==> config.mk <==
export PLATFORM = sky130hd
export DESIGN_NAME = uart_rx_fifo
export DESIGN_NICKNAME = d
export VERILOG_FILES = /design/src/rtl/uart_pkg.sv /design/src/rtl/uart_rx_fifo_sync_edge_detect.sv /design/src/rtl/uart_rx_fifo.sv
export SDC_FILE = /design/constraint.sdc
export NUM_CORES = 1
export LEC_CHECK = 0
export BUFFER_PORTS_ARGS = -buffer_cell sky130_fd_sc_hd__buf_2
export CORE_MARGIN = 1.5
export CORE_UTILIZATION = 50
export DETAILED_ROUTE_END_ITERATION = 7
export GPL_TIMING_DRIVEN = 0
export PLACE_DENSITY = 0.73
export SYNTH_ARGS = -nofsm -noshare
export SYNTH_HDL_FRONTEND = slang
export SYNTH_HIERARCHICAL = 1
export SYNTH_SLANG_ARGS = --single-unit
==> constraint.sdc <==
create_clock -name sysclk -period 4.1 [get_ports sysclk]
set_input_delay 0.82 -clock sysclk [delete_from_list [all_inputs] [get_ports sysclk]]
set_output_delay 0.82 -clock sysclk [all_outputs]
set_load 0.02 [all_outputs]
==> src/rtl/uart_pkg.sv <==
// Shared UART constants and the receive FIFO entry layout.
// An entry holds the received byte with its parity-error flag in the top bit.
package uart_pkg;

   localparam int UART_DATA_W    = 8;
   localparam int RX_FIFO_DEPTH  = 16;
   localparam int RX_FIFO_ADDR_W = 4;
   localparam int ERR_BIT        = 8;
   localparam int RX_ENTRY_W     = 9;

   typedef logic [UART_DATA_W-1:0] uart_byte_t;
   typedef logic [RX_ENTRY_W-1:0]  rx_entry_t;

   function automatic rx_entry_t pack_entry(input logic err, input uart_byte_t data);
      return {err, data};
   endfunction

endpackage

==> src/rtl/uart_rx_fifo_sync_edge_detect.sv <==
// Two-flop synchronizer followed by a one-cycle rising-edge pulse.
// Used for strobes generated in the UART tick domain.
module sync_edge_detect (
   input  logic sysclk,
   input  logic reset,
   input  logic async_in,
   output logic pulse
);

   logic sync1_reg;
   logic sync2_reg;
   logic sync3_reg;

   always_ff @(posedge sysclk or posedge reset) begin
      if (reset) begin
         sync1_reg <= 1'b0;
         sync2_reg <= 1'b0;
         sync3_reg <= 1'b0;
      end else begin
         sync1_reg <= async_in;
         sync2_reg <= sync1_reg;
         sync3_reg <= sync2_reg;
      end
   end

   assign pulse = sync2_reg & ~sync3_reg;

endmodule

==> src/rtl/uart_rx_fifo.sv <==
// Receive-side FIFO behind the UART core: captures each completed byte and
// its parity flag, presents the head show-ahead, and flags dropped bytes.
module uart_rx_fifo
   import uart_pkg::*;
#(
   parameter int DEPTH  = RX_FIFO_DEPTH,
   parameter int ADDR_W = RX_FIFO_ADDR_W
) (
   input  logic                   sysclk,
   input  logic                   reset,
   input  logic                   rx_ready,
   input  logic [UART_DATA_W-1:0] rx_data,
   input  logic                   rx_error,
   input  logic                   rd_en,
   input  logic                   clr_ovf,
   output logic [UART_DATA_W-1:0] rd_data,
   output logic                   rd_error,
   output logic                   empty,
   output logic                   full,
   output logic [ADDR_W:0]        count,
   output logic                   overflow
);

   localparam logic [ADDR_W:0] FULL_COUNT = (ADDR_W+1)'(DEPTH);

   rx_entry_t       mem [DEPTH];
   rx_entry_t       head_entry;

   logic [ADDR_W-1:0] wr_ptr_reg, wr_ptr_next;
   logic [ADDR_W-1:0] rd_ptr_reg, rd_ptr_next;
   logic [ADDR_W:0]   count_reg,  count_next;
   logic              overflow_reg, overflow_next;

   logic push;
   logic pop;
   logic wr_en;
   logic drop;

   sync_edge_detect u_ready_edge (
      .sysclk   (sysclk),
      .reset    (reset),
      .async_in (rx_ready),
      .pulse    (push)
   );

   // A pop in the same cycle frees the slot, so a full FIFO still accepts the byte.
   assign pop   = rd_en & ~empty;
   assign wr_en = push & (~full | rd_en);
   assign drop  = push & full & ~rd_en;

   always_comb begin
      wr_ptr_next   = wr_ptr_reg;
      rd_ptr_next   = rd_ptr_reg;
      count_next    = count_reg;
      overflow_next = overflow_reg;

      if (wr_en) wr_ptr_next = wr_ptr_reg + 1'b1;
      if (pop)   rd_ptr_next = rd_ptr_reg + 1'b1;

      case ({wr_en, pop})
         2'b10:   count_next = count_reg + 1'b1;
         2'b01:   count_next = count_reg - 1'b1;
         default: count_next = count_reg;
      endcase

      if (drop)         overflow_next = 1'b1;
      else if (clr_ovf) overflow_next = 1'b0;
   end

   always_ff @(posedge sysclk or posedge reset) begin
      if (reset) begin
         wr_ptr_reg   <= '0;
         rd_ptr_reg   <= '0;
         count_reg    <= '0;
         overflow_reg <= 1'b0;
      end else begin
         wr_ptr_reg   <= wr_ptr_next;
         rd_ptr_reg   <= rd_ptr_next;
         count_reg    <= count_next;
         overflow_reg <= overflow_next;
      end
   end

   // Storage is deliberately left out of reset; contents are masked while empty.
   always_ff @(posedge sysclk) begin
      if (wr_en) mem[wr_ptr_reg] <= pack_entry(rx_error, rx_data);
   end

   assign head_entry = mem[rd_ptr_reg];

   assign empty    = (count_reg == '0);
   assign full     = (count_reg == FULL_COUNT);
   assign count    = count_reg;
   assign overflow = overflow_reg;
   assign rd_data  = empty ? '0 : head_entry[UART_DATA_W-1:0];
   assign rd_error = empty ? 1'b0 : head_entry[ERR_BIT];

endmodule

## Word level (Yosys, flattened, before mapping)

Memories as Yosys holds them, arrays and structs flattened.
Index checks and enable logic that the tools add are counted.

| word-level totals | value |
|---|---|
| bits in registers | 17 |
| word-level logic and storage cells | 35 |
| memories | 1 |
| memory bits (writable) | 144 |

| cells by class | value |
|---|---|
| mux-type cells | 7 |
| $add $sub $neg | 4 |
| reductions and logical operators | 3 |
| bitwise operators | 10 |
| eq/ne operators | 3 |

Memories:

| memory | depth | width | rd ports | clocked after memory_dff | wr ports | RTL line | text |
|---|---|---|---|---|---|---|---|
| mem | 16 | 9 | 1 | 0 | 1 | uart_rx_fifo.sv:26 | `rx_entry_t mem [DEPTH];` |

Operator list:

| cell | count |
|---|---|
| one-hot mux 5 bit (2 select lines) | 1 |
| adder 4 x 1 -> 4 bit (second input constant) | 2 |
| two-way mux 8 bit | 1 |
| adder 5 x 1 -> 5 bit (second input constant) | 1 |
| bitwise AND 1 bit | 5 |
| == test 5 bit (second input constant) | 1 |
| zero test 5 bit | 1 |
| two-way mux 1 bit | 5 |
| subtractor 5 x 1 -> 5 bit (second input constant) | 1 |
| NOT 1 bit | 4 |
| nonzero test 2 bit | 2 |
| == test 2 x 1 -> 1 bit (second input constant) | 1 |
| == test 2 bit (second input constant) | 1 |
| OR 1 bit | 1 |

## Longest topological paths before layout

| logic depth | value |
|---|---|
| depth in word-level cells | 6 |
| mapped depth | 13 |

## By module

Netlist, hierarchy kept.

By module, submodules not included:

| module | seq. area each (µm²) | instances | area an instance (µm²) | cells each |
|---|---|---|---|---|
| uart_rx_fifo | 4674.5 | 1 | 6505.0 | 339 |
| sync_edge_detect | 75.1 | 1 | 92.6 | 5 |

## Worst setup path after synthesis

Ideal clock, no wire load.

| timing path | value |
|---|---|
| path type | register to register |
| from | register count_reg[1] (netlist: count[1]) |
| to | register count_reg[4] (netlist: count[4]) |
| data required time | 3.969 ns |
| path slack | 0.752 ns |
| cell stages (with the launch flop) | 13 |
| library setup time | 0.131 ns |
| arrival | 3.217 ns |
| buffers on the path | 2 |
| path through | dfrtp_1 -> buf_6 -> or4_4 -> o31a_4 -> clkinv_4 -> ha_1 -> clkbuf_1 -> xor2_1 -> ha_1 -> o211ai_1 -> nor4b_1 -> a2111o_1 -> or3_1 |

| between the ends | value |
|---|---|
| cells in the longest elaborated chain, start to end | 6 |
| elaborated cells on any way between the ends | 13 |
| those cells by class | add/sub (2); eq/ne (3); mux (1); bitwise (5); reduce/logical (2) |

RTL lines:

| item | RTL line | text |
|---|---|---|
| from (decl) | uart_rx_fifo.sv:31 | `logic [ADDR_W:0] count_reg, count_next;` |
| from (signal assigned) | uart_rx_fifo.sv:79 | `count_reg <= count_next;` |
| == test 5 bit | uart_rx_fifo.sv:92 | `assign full = (count_reg == FULL_COUNT);` |
| NOT 1 bit | uart_rx_fifo.sv:48 | `assign wr_en = push & (~full \| rd_en);` |
| OR 1 bit | uart_rx_fifo.sv:48 |  |
| bitwise AND 1 bit | uart_rx_fifo.sv:48 |  |
| == test 2 x 1 -> 1 bit / == test 2 bit (equally long branches) | uart_rx_fifo.sv:60 | `case ({wr_en, pop})` |
| one-hot mux 5 bit (2 select lines) / nonzero test 2 bit (equally long branches) | - |  |

Several ways; a longest one is shown, not always the timed one.
A chain may end at the register's enable or synchronous reset.

## Final worst setup path

| timing path | value |
|---|---|
| from | register count_reg[1] (netlist: count[1]) |
| to | register count_reg[4] (netlist: count[4]) |

| between the ends | value |
|---|---|
| elaborated cells on any way between the ends | 13 |
| those cells by class | add/sub (2); eq/ne (3); mux (1); bitwise (5); reduce/logical (2) |

RTL lines:

| item | RTL line | text |
|---|---|---|
| zero test 5 bit (*) | uart_rx_fifo.sv:91 | `assign empty = (count_reg == '0);` |
| NOT 1 bit (*) | uart_rx_fifo.sv:47 | `assign pop = rd_en & ~empty;` |
| bitwise AND 1 bit (*) | uart_rx_fifo.sv:47 |  |
| named net pop | uart_rx_fifo.sv:35 | `logic pop;` |
| == test 2 x 1 -> 1 bit / == test 2 bit (equally long branches) | uart_rx_fifo.sv:60 |  |
| one-hot mux 5 bit (2 select lines) / nonzero test 2 bit (equally long branches) | - |  |

The timed path passes the listed nets; every way through them passes the cells marked *.

==> run metrics <==
status=complete, no violations; number of vias per cell after detailed routing=about 5.7; wire length per cell after detailed routing=20.7 µm; Max-Cap Viols=0; cell area after placement=6960 µm²; IO Count=31; Largest register FFs=around 140; WL met3=approximately 900 µm; total iterations of the first detailed-routing run=4; insertion delay to the later sink of the worst-skew pair=0.41 ns; placer's final routability congestion estimate=0.790; Std-Cell Rows=just over 40; arrival time worst endpoint=a little under 4 ns; FFs w/ async S/R, synth=0.106; number of instances in the synthesized netlist=~340; clock tree from TritonCTS=built; synthesized area divided by synthesized cell count=about 19 µm²; max-slew violation count=0; final setup fails=0; transition time at the pin with the least slew margin=between 0.8 and 0.9 ns; worst min-delay path class=in2async; flops & latches, synth=161; total number of H-tree levels=4; amount of wire on met2 after detailed routing=~5.7 mm; Layout Area Growth over Synthesis=14.0%; Max-slew headroom=0.401; residual DRC count=0; Clk pin slew, worst setup/hold paths=0.06 ns; number of diodes=0; setup TNS after final layout=0 ns; area of the die=13900 µm²; global-route wire length before repair=between 15 and 20 mm; Synth Flop Type=sky130_fd_sc_hd__edfxtp_1; Synthesis Warnings=6; TritonCTS buffer count=17; power density over the cells=approximately 690 nW/µm²; input/output buffers=30; effective utilization at floorplan=0.519; IR Drop Worst-Case VDD=around 350 µV; endpoint required time on the critical path=4.39 ns; Core Box Area=between 10000 and 15000 µm²; ratio of cells with drive above 1 in the final layout=0.297; Crit Path Category=reg2reg; placed wire-length estimate=7.78 mm; routed via count=~3300; met1 wire length=~5 mm; part of the cycle the worst path needs=0.885; critical path capture point type=flip-flop; WL final=around 12 mm; syn_nets=367; unrepaired setup endpoints after global routing=false; sink count of the clock tree=161; Register-to-Register Path Depth=13; startpoint type of the worst setup path=flip-flop; number of nets in the final layout=416; Clock Tree Buf Depth=2; cts hold-fix bufs=0; fin util=0.591; reg-to-reg setup timing slack=between 0.4 and 0.5 ns; postcts setup bufs=0; post-CTS resize count=0; top layer reached by signal wires=met4; cell area after technology mapping=approximately 6600 µm²; worst flop-to-flop path startpoint=count[1]$_DFFE_PP0P_; Layout Skew=approximately 0.0073 ns; first-iteration detailed-routing DRC count=307; Antenna Violating Nets Remaining=0; final hold violations=0; GRT overflow=0; Die Ht=about 120 µm; Clock Root Buffer=sky130_fd_sc_hd__clkbuf_16; clock period minus worst slack=approximately 3.6 ns; number of different library cells in the post-synthesis netlist=44; static leakage=~0.0026 µW; maximum fanout along the worst path=10; vias in the first global route=3290; gr usage total=0.185; number of antenna violations at the first check in global routing=0; largest net degree at the start of global routing=17; number of enable flip-flop cells after synthesis=144; Finished Cell Area=roughly 7500 µm²; worst flop-to-flop path endpoint=count[4]$_DFFE_PP0P_; Seq/Total Area, Yosys=0.720; Max Clk Rate=0.276 GHz; die extent in x=roughly 120 µm
cell type report:
cell class | instances | area [µm²]
flip-flops and latches | 161 | 4750
repair buffers | 30 | 150
inverters | 11 | 46.3
well taps | 172 | 215
plain buffers | 19 | 93.8
clock inverters | 9 | 116
fillers | 962 | 5200
clock buffers | 21 | 440
multi-input cells | 153 | 1710
per-layer routing:
| layer | vias to the layer above | global-route usage |
|---|---|---|
| li1 | 1476 | - |
| met1 | 1669 | 0.254 |
| met2 | 115 | 0.285 |
| met3 | 15 | 0.0591 |
| met4 | 0 | 0.0633 |
| met5 | - | 0 |
worst max-delay path: stages, from the launching register on:
cell	delay, ns
sky130_fd_sc_hd__dfrtp_1	0.40
sky130_fd_sc_hd__buf_6	0.14
sky130_fd_sc_hd__or4_4	0.52
sky130_fd_sc_hd__nand2b_1	0.28
sky130_fd_sc_hd__nand2_1	0.23
sky130_fd_sc_hd__inv_1	0.09
sky130_fd_sc_hd__ha_1	0.23
sky130_fd_sc_hd__clkbuf_1	0.24
sky130_fd_sc_hd__xor2_1	0.19
sky130_fd_sc_hd__ha_1	0.20
sky130_fd_sc_hd__o211ai_1	0.11
sky130_fd_sc_hd__nor4b_1	0.17
sky130_fd_sc_hd__a2111o_1	0.41
sky130_fd_sc_hd__or3_1	0.31
Yosys cell counts, types with 3 or more instances:
cell	number	area (µm²)
sky130_fd_sc_hd__edfxtp_1	144	4320
sky130_fd_sc_hd__mux4_2	36	811
sky130_fd_sc_hd__dfrtp_1	17	425
sky130_fd_sc_hd__o21ai_0	13	65.1
sky130_fd_sc_hd__a21oi_1	11	55.1
sky130_fd_sc_hd__buf_2	11	55.1
sky130_fd_sc_hd__mux2_2	11	124
sky130_fd_sc_hd__inv_1	10	37.5
sky130_fd_sc_hd__ha_1	9	113
sky130_fd_sc_hd__mux2i_1	9	90.1
sky130_fd_sc_hd__and2_1	8	50.1
sky130_fd_sc_hd__nor2_1	7	26.3
sky130_fd_sc_hd__xnor2_1	7	61.3
sky130_fd_sc_hd__nand3_1	6	30.0
sky130_fd_sc_hd__and3_1	5	31.3
sky130_fd_sc_hd__clkbuf_1	5	18.8
sky130_fd_sc_hd__nand2_1	4	15.0
sky130_fd_sc_hd__xor2_1	3	26.3
cells in the final DEF (no fill, tap or decap), types with 4 or more instances in the layout:
cell type and instances:
sky130_fd_sc_hd__edfxtp_1 144, sky130_fd_sc_hd__buf_2 41, sky130_fd_sc_hd__mux4_2 36, sky130_fd_sc_hd__clkbuf_16 17, sky130_fd_sc_hd__dfrtp_1 17, sky130_fd_sc_hd__o21ai_0 13, sky130_fd_sc_hd__mux2_2 11, sky130_fd_sc_hd__a21oi_1 11
sky130_fd_sc_hd__inv_1 10, sky130_fd_sc_hd__clkbuf_1 9, sky130_fd_sc_hd__mux2i_1 9, sky130_fd_sc_hd__ha_1 9, sky130_fd_sc_hd__and2_1 8, sky130_fd_sc_hd__xnor2_1 7, sky130_fd_sc_hd__nor2_1 7, sky130_fd_sc_hd__nand3_1 6
sky130_fd_sc_hd__and3_1 5, sky130_fd_sc_hd__nand2_1 4
worst max path at each step:
stage	startpoint	endpoint	slack, ns	depth (start not counted)
2_1_floorplan	count[1]$_DFFE_PP0P_	count[4]$_DFFE_PP0P_	0.75	12
3_3_place_gp	count[1]$_DFFE_PP0P_	count[4]$_DFFE_PP0P_	0.65	13
3_5_place_dp	count[1]$_DFFE_PP0P_	count[4]$_DFFE_PP0P_	0.56	13
4_1_cts	count[1]$_DFFE_PP0P_	count[4]$_DFFE_PP0P_	0.53	13
5_1_grt	count[1]$_DFFE_PP0P_	count[4]$_DFFE_PP0P_	0.28	13
6_report	count[1]$_DFFE_PP0P_	count[4]$_DFFE_PP0P_	0.47	13
where the power goes:
part | switching [µW] | leakage (µW) | total (µW) | internal, µW
clock | 551 | 0.000273 | 1490 | 939
combinational | 963 | 0.000838 | 1710 | 746
sequential | 69.1 | 0.00150 | 2000 | 1930
metrics by stage:
stage	setup slack, ns	hold WS [ns]	power [µW]	instances
final	0.472	0.267	5200	576
after global routing	0.275	0.267	5450	576
after CTS	0.534	0.248	5240	576
after detailed placement	0.564	0.341	3750	546
after global placement	0.649	0.337	3710	546
after floorplan	0.752	0.331	3270	344
cell families (layout without fill, tap and decap cells):
group | count (synthesis) | in the layout | share of synthesized area
DFF | 161 | 161 | 0.720
muxes | 56 | 56 | 0.155
and+or+nand+nor | 46 | 46 | 0.0429
AOI/OAI and AO/OA | 32 | 32 | 0.0303
buffers and inverters | 30 | 90 | 0.0212
xor gates and xnor gates | 10 | 10 | 0.0133
adders and majority gates | 9 | 9 | 0.0171
(Power assumes the default switching activity.)
